$ cat config.mk
export PLATFORM = sky130hd
export DESIGN_NAME = load_ext_reg
export DESIGN_NICKNAME = d
export VERILOG_FILES = /design/src/rtl/load_ext_reg.sv
export SDC_FILE = /design/constraint.sdc
export NUM_CORES = 1
export LEC_CHECK = 0
export CAP_MARGIN = 10
export CELL_PAD_IN_SITES_DETAIL_PLACEMENT = 2
export CELL_PAD_IN_SITES_GLOBAL_PLACEMENT = 2
export CORE_MARGIN = 8
export CORE_UTILIZATION = 27
export DETAILED_ROUTE_END_ITERATION = 12
export PLACE_DENSITY_LB_ADDON = 0.1
export SLEW_MARGIN = 20
export SYNTH_ARGS = -nofsm -noshare
export SYNTH_HDL_FRONTEND = slang
export SYNTH_SLANG_ARGS = --single-unit
$ cat constraint.sdc
create_clock -name clk -period 2.3 [get_ports clk]
set_input_delay 0.46 -clock clk [delete_from_list [all_inputs] [get_ports clk]]
set_output_delay 0.46 -clock clk [all_outputs]
set_load 0.03 [all_outputs]
$ cat src/rtl/load_ext_reg.sv
// Memory data register for the multicycle datapath: picks a byte/half/word/dword
// lane out of the read word, sign- or zero-extends it, and flags bad accesses.
module load_ext_reg #(
  parameter int DWIDTH = 32,
  parameter int OWIDTH = 32,
  parameter int CNTW   = 8,
  localparam int OFFW  = (DWIDTH / 8 > 1) ? $clog2(DWIDTH / 8) : 1
) (
  input  logic              clk,
  input  logic              rst,
  input  logic              i_valid,
  input  logic [DWIDTH-1:0] i_data,
  input  logic [OFFW-1:0]   i_offset,
  input  logic [1:0]        i_size,
  input  logic              i_sign,
  input  logic              i_hold,
  output logic [OWIDTH-1:0] o_data,
  output logic              o_valid,
  output logic              o_err,
  output logic [CNTW-1:0]   o_err_cnt
);

  if (DWIDTH < 16 || DWIDTH > 64 || (DWIDTH & (DWIDTH - 1)) != 0) begin : g_bad_dwidth
    $error("load_ext_reg: DWIDTH must be a power of 2 in 16..64");
  end
  if (OWIDTH < DWIDTH) begin : g_bad_owidth
    $error("load_ext_reg: OWIDTH must be >= DWIDTH");
  end

  logic [OWIDTH-1:0] data_q,  data_d;
  logic              valid_q, valid_d;
  logic              err_q,   err_d;
  logic [CNTW-1:0]   cnt_q,   cnt_d;

  // Lane extraction: shift the addressed byte down to bit 0, then mask/extend
  // by the access width. Oversized or misaligned requests never reach the
  // extender result, so lane_bits <= DWIDTH wherever ext_lane is used.
  logic [OWIDTH-1:0] shifted;
  logic [OWIDTH-1:0] ext_lane;
  logic              lane_msb;
  logic              oversized;
  logic              misaligned;
  int                lane_bits;

  always_comb begin
    // NOTE: every signal gets a default before any branch so no path leaves
    // one unassigned, which would otherwise infer a latch.
    data_d     = data_q;
    valid_d    = valid_q;
    err_d      = err_q;
    cnt_d      = cnt_q;
    lane_msb   = 1'b0;
    ext_lane   = '0;

    lane_bits  = 8 << i_size;
    shifted    = OWIDTH'(i_data) >> {i_offset, 3'b000};
    oversized  = lane_bits > DWIDTH;
    misaligned = (int'(i_offset) & ((1 << i_size) - 1)) != 0;

    for (int i = 0; i < DWIDTH; i++) begin
      if (i == lane_bits - 1) lane_msb = shifted[i];
    end

    for (int i = 0; i < OWIDTH; i++) begin
      ext_lane[i] = (i < lane_bits) ? shifted[i] : (i_sign & lane_msb);
    end

    if (!i_hold) begin
      valid_d = i_valid;
      if (i_valid) begin
        if (oversized || misaligned) begin
          data_d = '0;
          err_d  = 1'b1;
          if (cnt_q != {CNTW{1'b1}}) cnt_d = cnt_q + CNTW'(1);
        end else begin
          data_d = ext_lane;
          err_d  = 1'b0;
        end
      end
    end
  end

  always_ff @(posedge clk) begin
    // NOTE: state registers use non-blocking assignments so every flop samples
    // the pre-edge values regardless of process ordering.
    if (rst) begin
      data_q  <= '0;
      valid_q <= 1'b0;
      err_q   <= 1'b0;
      cnt_q   <= '0;
    end else begin
      data_q  <= data_d;
      valid_q <= valid_d;
      err_q   <= err_d;
      cnt_q   <= cnt_d;
    end
  end

  assign o_data    = data_q;
  assign o_valid   = valid_q;
  assign o_err     = err_q;
  assign o_err_cnt = cnt_q;

endmodule
==> impl_metrics.toml, run 1 <==
[status]
status = "complete, no violations"

[floorplan]
die_w_um = 107
pin_count = 83
fp.coreArea_mm2 = 0.00813
initial_core_util = 0.276
die_y_um = 107
dieArea_mm2 = 0.0115
num_rows = 33

[timing]
final.period_utilization = 0.849
maxSlewViolCount = 0
fin_crit_ns = 1.95
max_freq_mhz = 512
tns_ns = 0
maxSlewHeadroom = 0.663
worst_clock_skew_ns = 0.00192
finalHoldViolCount = 0
rsz0062_at_grt = "false"
worstMarginPinSlew_ns = 0.500
finalSetupViolCount = 0

[cts]
clockRootBuffer = "clkbuf_8"
cts_setup_buffers = 0
holdBufCountCts = 0
cts.sinks = 42
path_clk_slew_ns = 0.09
htree_levels = 2
cts_tree = "done"
cts_buffer_depth = 2
cts-resized-gates = 0
worstSkewPairLatency_ns = 0.29
cts_buffers = 5

[setup_path]
arrival_ns = 2.20
crit_buf_inv = 2
critical-path-max-stage-delay_ns = 0.48
start_kind = "input port"
path_cells = "clkdlybuf4s50_1 > o21a_1 > buf_4 > or4_1 > a21oi_4 > a22o_1"
crit_family = "compound AO/OA/AOI/OAI gates"
path_class = "in2reg"
endpoint_kind = "register"
cp_max_fo = 8
crit_path_top_delay_cell = "or4_1"
worstPathRequired_ns = 2.54

[routing]
antenna_left = 0
first_pass_iters = 4
wl_per_cell_um = 19.0
vias = 2308
wirelength_um = 8550
drc = 0
vias_per_cell = 5.12
drt_iter0_drc = 56

[power_and_ir_drop]
power_uw = 1750
p_leak_uw = 0.00124
ir_worst_vdd_v = 0.000261
power_density_mw_per_mm2 = 522

[logic_synthesis]
seq_area_frac_synth = 0.374
synthesis.area_mm2 = 0.00225
synth_warnings = 0
async_flop_share = 0
synth_seq_cells = 42
netlist_instances = 256
synth_edf_count = 0
ys_types = 43
yosys_most_used_dff = "dfxtp_1"
avgSynthCellArea_um2 = 8.78

[run]
max_cap_violations = 0

[min_path]
worstHoldPathType = "reg2reg"

[cells_and_area]
num_antenna_cells = 0
drive_gt1_frac = 0.0896
final_net_count = 388
syn_to_final_growth_pct = 48.8

[placed_design]
port_buffers = 82
gp_congestion = 0.775
dp.final_hpwl_um = 6660

[global_route]
grt-ovfl-total = 0
antenna_found_initial = 0
first_global_vias = 2595
grt_max_degree = 26
grt_usage = 0.150
grt_first_pass_wirelength_um = 13700
## final timing paths
| kind | cells after the start | slack, ns | to | startpoint |
|---|---|---|---|---|
| min | 2 | 0.46 | o_valid | o_valid |
| min reg2reg | 2 | 0.46 | o_valid | o_valid |
| max | 6 | 0.35 | o_data[9] | i_size[1] |
| max reg2reg | 4 | 0.69 | o_err_cnt[5] | o_err_cnt[2] |
## area by class of cell
| class | count | area [um2] |
|---|---|---|
| clock inverters | 2 | 37.5 |
| clock buffers | 6 | 72.6 |
| well taps | 105 | 131 |
| multi-input cells | 195 | 1310 |
| fillers | 914 | 4790 |
| flip-flops and latches | 42 | 841 |
| inverters | 2 | 7.51 |
| repair buffers | 99 | 943 |
## cell families (layout without fill, tap and decap cells)
| logic type | after synthesis | in the layout | synth area share |
|---|---|---|---|
| compound gates | 91 | 91 | 0.293 |
| fa+ha+maj | 2 | 2 | 0.0111 |
| buf+inv | 20 | 109 | 0.0445 |
| flops | 42 | 42 | 0.374 |
| other cells | 1 | 2 | 0.00167 |
| simple gates | 79 | 79 | 0.176 |
| mux | 21 | 21 | 0.0997 |
## power by group
group	switching [uW]	leakage (uW)	total, uW	internal (uW)
clock network	280	0.0000514	604	325
registers	13.7	0.000340	761	747
logic	201	0.000851	380	180
total	494	0.00124	1750	1250
## cell usage in the layout (no fill, tap or decap), drive strengths merged, types with 2 or more instances in the layout
cell type / instances
a22o: 24
o31ai: 4
nand2b: 4
nor2b: 9
nor2: 16
a211oi: 2
clkdlybuf4s50: 81
mux2i: 19
conb: 2
nand3: 4
or4: 4
nand3b: 3
a21oi: 18
a211o: 6
buf: 18
dfxtp: 42
nand2: 29
or3: 2
clkbuf: 6
ha: 2
a32oi: 7
o21a: 3
inv: 2
nor4: 2
o21ai: 21
## synth_stat cells, types with 2 or more instances
cell type,instances,area (um2)
dfxtp_1,42,841
nand3_1,4,20.0
inv_1,2,7.51
o21a_1,3,22.5
a22o_1,24,210
a21oi_1,17,85.1
nor4_1,2,12.5
buf_2,4,20.0
a211o_1,6,52.6
or3_1,2,12.5
or4_1,4,30.0
nand2b_1,4,25.0
a211oi_1,2,15.0
nor2b_1,9,56.3
o21ai_0,20,100
nand3b_1,3,22.5
a32oi_1,7,61.3
mux2i_1,19,190
clkbuf_1,10,37.5
nor2_1,16,60.1
o31ai_1,4,30.0
ha_1,2,25.0
buf_6,2,22.5
nand2_1,29,109
## worst reg2reg max path, stage by stage, from the launching register on
cell and delay (ns):
dfxtp_1 0.45, nand4_1 0.27, nor2_1 0.41, nor4_1 0.10, mux2_2 0.28
## layer usage
| layer | part of all wire | wire (um) | up-vias | GRT usage |
|---|---|---|---|---|
| met2 | 0.49 | 4160 | 49 | 0.255 |
| li1 | - | - | 1129 | - |
| met1 | 0.46 | 3910 | 1126 | 0.188 |
| met4 | 0.0053 | 45 | 0 | 0.0302 |
| met3 | 0.050 | 430 | 4 | 0.0330 |
| met5 | 0 | 0 | - | 0 |
## metrics by stage
| stage | instances | setup WS, ns | utilization | area, um2 | hold WS [ns] |
|---|---|---|---|---|---|
| after global routing | 451 | 0.247 | 0.411 | 3340 | 0.516 |
| after CTS | 451 | 0.330 | 0.411 | 3340 | 0.475 |
| after detailed placement | 443 | 0.0167 | 0.397 | 3230 | 0.457 |
| after floorplan | 257 | 0.644 | - | 2250 | 0.580 |
| final | 451 | 0.346 | 0.411 | 3340 | 0.464 |
| after global placement | 443 | 0.0906 | 0.397 | 3230 | 0.449 |
## sequential cells by signal, summed over array words and instances (netlist names)
name and flops:
o_err_cnt 8, o_data 32, o_valid 1, o_err 1
Note: power is estimated with default switching activity, not from simulation.
==> inputs of run 2 (changes only) <==
--- a/config.mk
+++ b/config.mk
@@ -9,7 +9,7 @@
 export CELL_PAD_IN_SITES_DETAIL_PLACEMENT = 2
 export CELL_PAD_IN_SITES_GLOBAL_PLACEMENT = 2
 export CORE_MARGIN = 8
-export CORE_UTILIZATION = 27
+export CORE_UTILIZATION = 25
 export DETAILED_ROUTE_END_ITERATION = 12
 export PLACE_DENSITY_LB_ADDON = 0.1
 export SLEW_MARGIN = 20
==> constraint.sdc (replaced) <==
create_clock -name clk -period 2 [get_ports clk]
set_input_delay 0.4 -clock clk [delete_from_list [all_inputs] [get_ports clk]]
set_output_delay 0.4 -clock clk [all_outputs]
set_load 0.03 [all_outputs]
==> impl_metrics.toml, run 2 (synthesized netlist as in run 1, its figures left out) <==
[cells_and_area]
final_cell_count_no_fill = 456
register_area_um2 = 841
drive_gt1_frac = 0.101
syn_to_final_growth_pct = 53.0
final_common_cell = "clkdlybuf4s50_1"
multi_input_area_mm2 = 0.00132
final_cell_mix = "clkdlybuf4s50_1, dfxtp_1, nand2_1, a22o_1, o21ai_0"
num_antenna_cells = 0
fill_cells = 978
largest_reg_flops = 32
final_area_mm2 = 0.00344
final_net_count = 390

[floorplan]
initial_core_util = 0.258
die_y_um = 111
die_w_um = 111
num_rows = 34
fp.coreArea_mm2 = 0.00872
dieArea_mm2 = 0.0123
pin_count = 83

[timing]
setup_slack_ns = 0.0462
finalSetupViolCount = 0
final.period_utilization = 0.977
maxSlewViolCount = 0
finalHoldViolCount = 0
max_freq_mhz = 512
tns_ns = 0
fin_crit_ns = 1.95
worstMarginPinSlew_ns = 0.621
rsz0062_at_grt = "false"
maxSlewHeadroom = 0.584
worst_clock_skew_ns = 0.00294

[global_route]
first_global_vias = 2508
grt_first_pass_wirelength_um = 14300
grt_max_degree = 33
grt_usage = 0.141
grt-ovfl-total = 0
antenna_found_initial = 0

[cts]
cts_tree = "done"
cts_buffer_depth = 2
cts.sinks = 42
cts_buffers = 5
path_clk_slew_ns = 0.08
holdBufCountCts = 0
worstSkewPairLatency_ns = 0.29
clockRootBuffer = "clkbuf_8"
htree_levels = 2

[placed_design]
gp_congestion = 0.761
port_buffers = 82
placed_area_mm2 = 0.00329
dp.final_hpwl_um = 6890
dp_cells = 448
dp_slack_ns = -0.242

[routing]
vias = 2323
first_pass_iters = 4
drt_iter0_drc = 46
vias_per_cell = 5.09
wirelength_um = 8800
antenna_left = 0
wl_per_cell_um = 19.3
drc = 0

[power_and_ir_drop]
power_density_mw_per_mm2 = 635
ir_worst_vdd_v = 0.000354
p_leak_uw = 0.00129

[setup_path]
path_class = "in2reg"
worstPathRequired_ns = 2.24
start_kind = "input port"
cp_max_fo = 8
endpoint_kind = "register"
arrival_ns = 2.19

[run]
max_cap_violations = 0

[min_path]
worstHoldPathType = "reg2reg"

[status]
status = "complete, no violations"
[run 2: path summary, 6_finish.rpt]
path	slack (ns)	end	start	cells after the start
hold reg to reg	0.46	o_err	o_err	2
hold / removal	0.46	o_err	o_err	2
setup / recovery	0.05	o_data[8]	i_size[1]	6
setup reg to reg	0.33	o_err_cnt[4]	o_err_cnt[2]	4
[run 2: area by class of cell]
type / instances / area share
Clock inverter: 2 / 0.0175
Multi-Input combinational cell: 195 / 0.383
Sequential cell: 42 / 0.245
Timing Repair Buffer: 101 / 0.290
Clock buffer: 6 / 0.0240
Tap cell: 108 / 0.0393
Inverter: 2 / 0.00218
[run 2: report_power, final]
| group | switching (uW) | internal [uW] | total, uW |
|---|---|---|---|
| clock | 322 | 533 | 855 |
| sequential | 16.2 | 859 | 875 |
| combinational | 234 | 219 | 453 |
| total | 572 | 1610 | 2180 |
[run 2: stage by stage]
step	hold WS, ns	total power (uW)	util
floorplan	0.549	1120	-
global placement	0.449	1350	0.377
detailed placement	0.451	1350	0.377
CTS	0.463	2210	0.394
global route	0.506	2270	0.394
finish	0.460	2180	0.394
[run 2: metal layers]
metal / part of all wire / vias up / track usage / routed length [um]
met2: 0.50 / 49 / 0.248 / 4390
met5: 0 / - / 0 / 0
li1: - / 1134 / - / -
met1: 0.45 / 1133 / 0.166 / 3930
met3: 0.045 / 7 / 0.0384 / 398
met4: 0.0087 / 0 / 0.0306 / 77
[run 2: repair_timing]
item	in CTS	in global routing
gates resized for setup	0	1
setup buffers	0	0
endpoints found under the setup margin	0	1
[run 2: critical path, stage by stage]
cell and delay, ns:
clkdlybuf4s50_1 0.46, o21a_1 0.22, buf_4 0.15, or4_1 0.52
a21oi_4 0.27, a22o_1 0.17
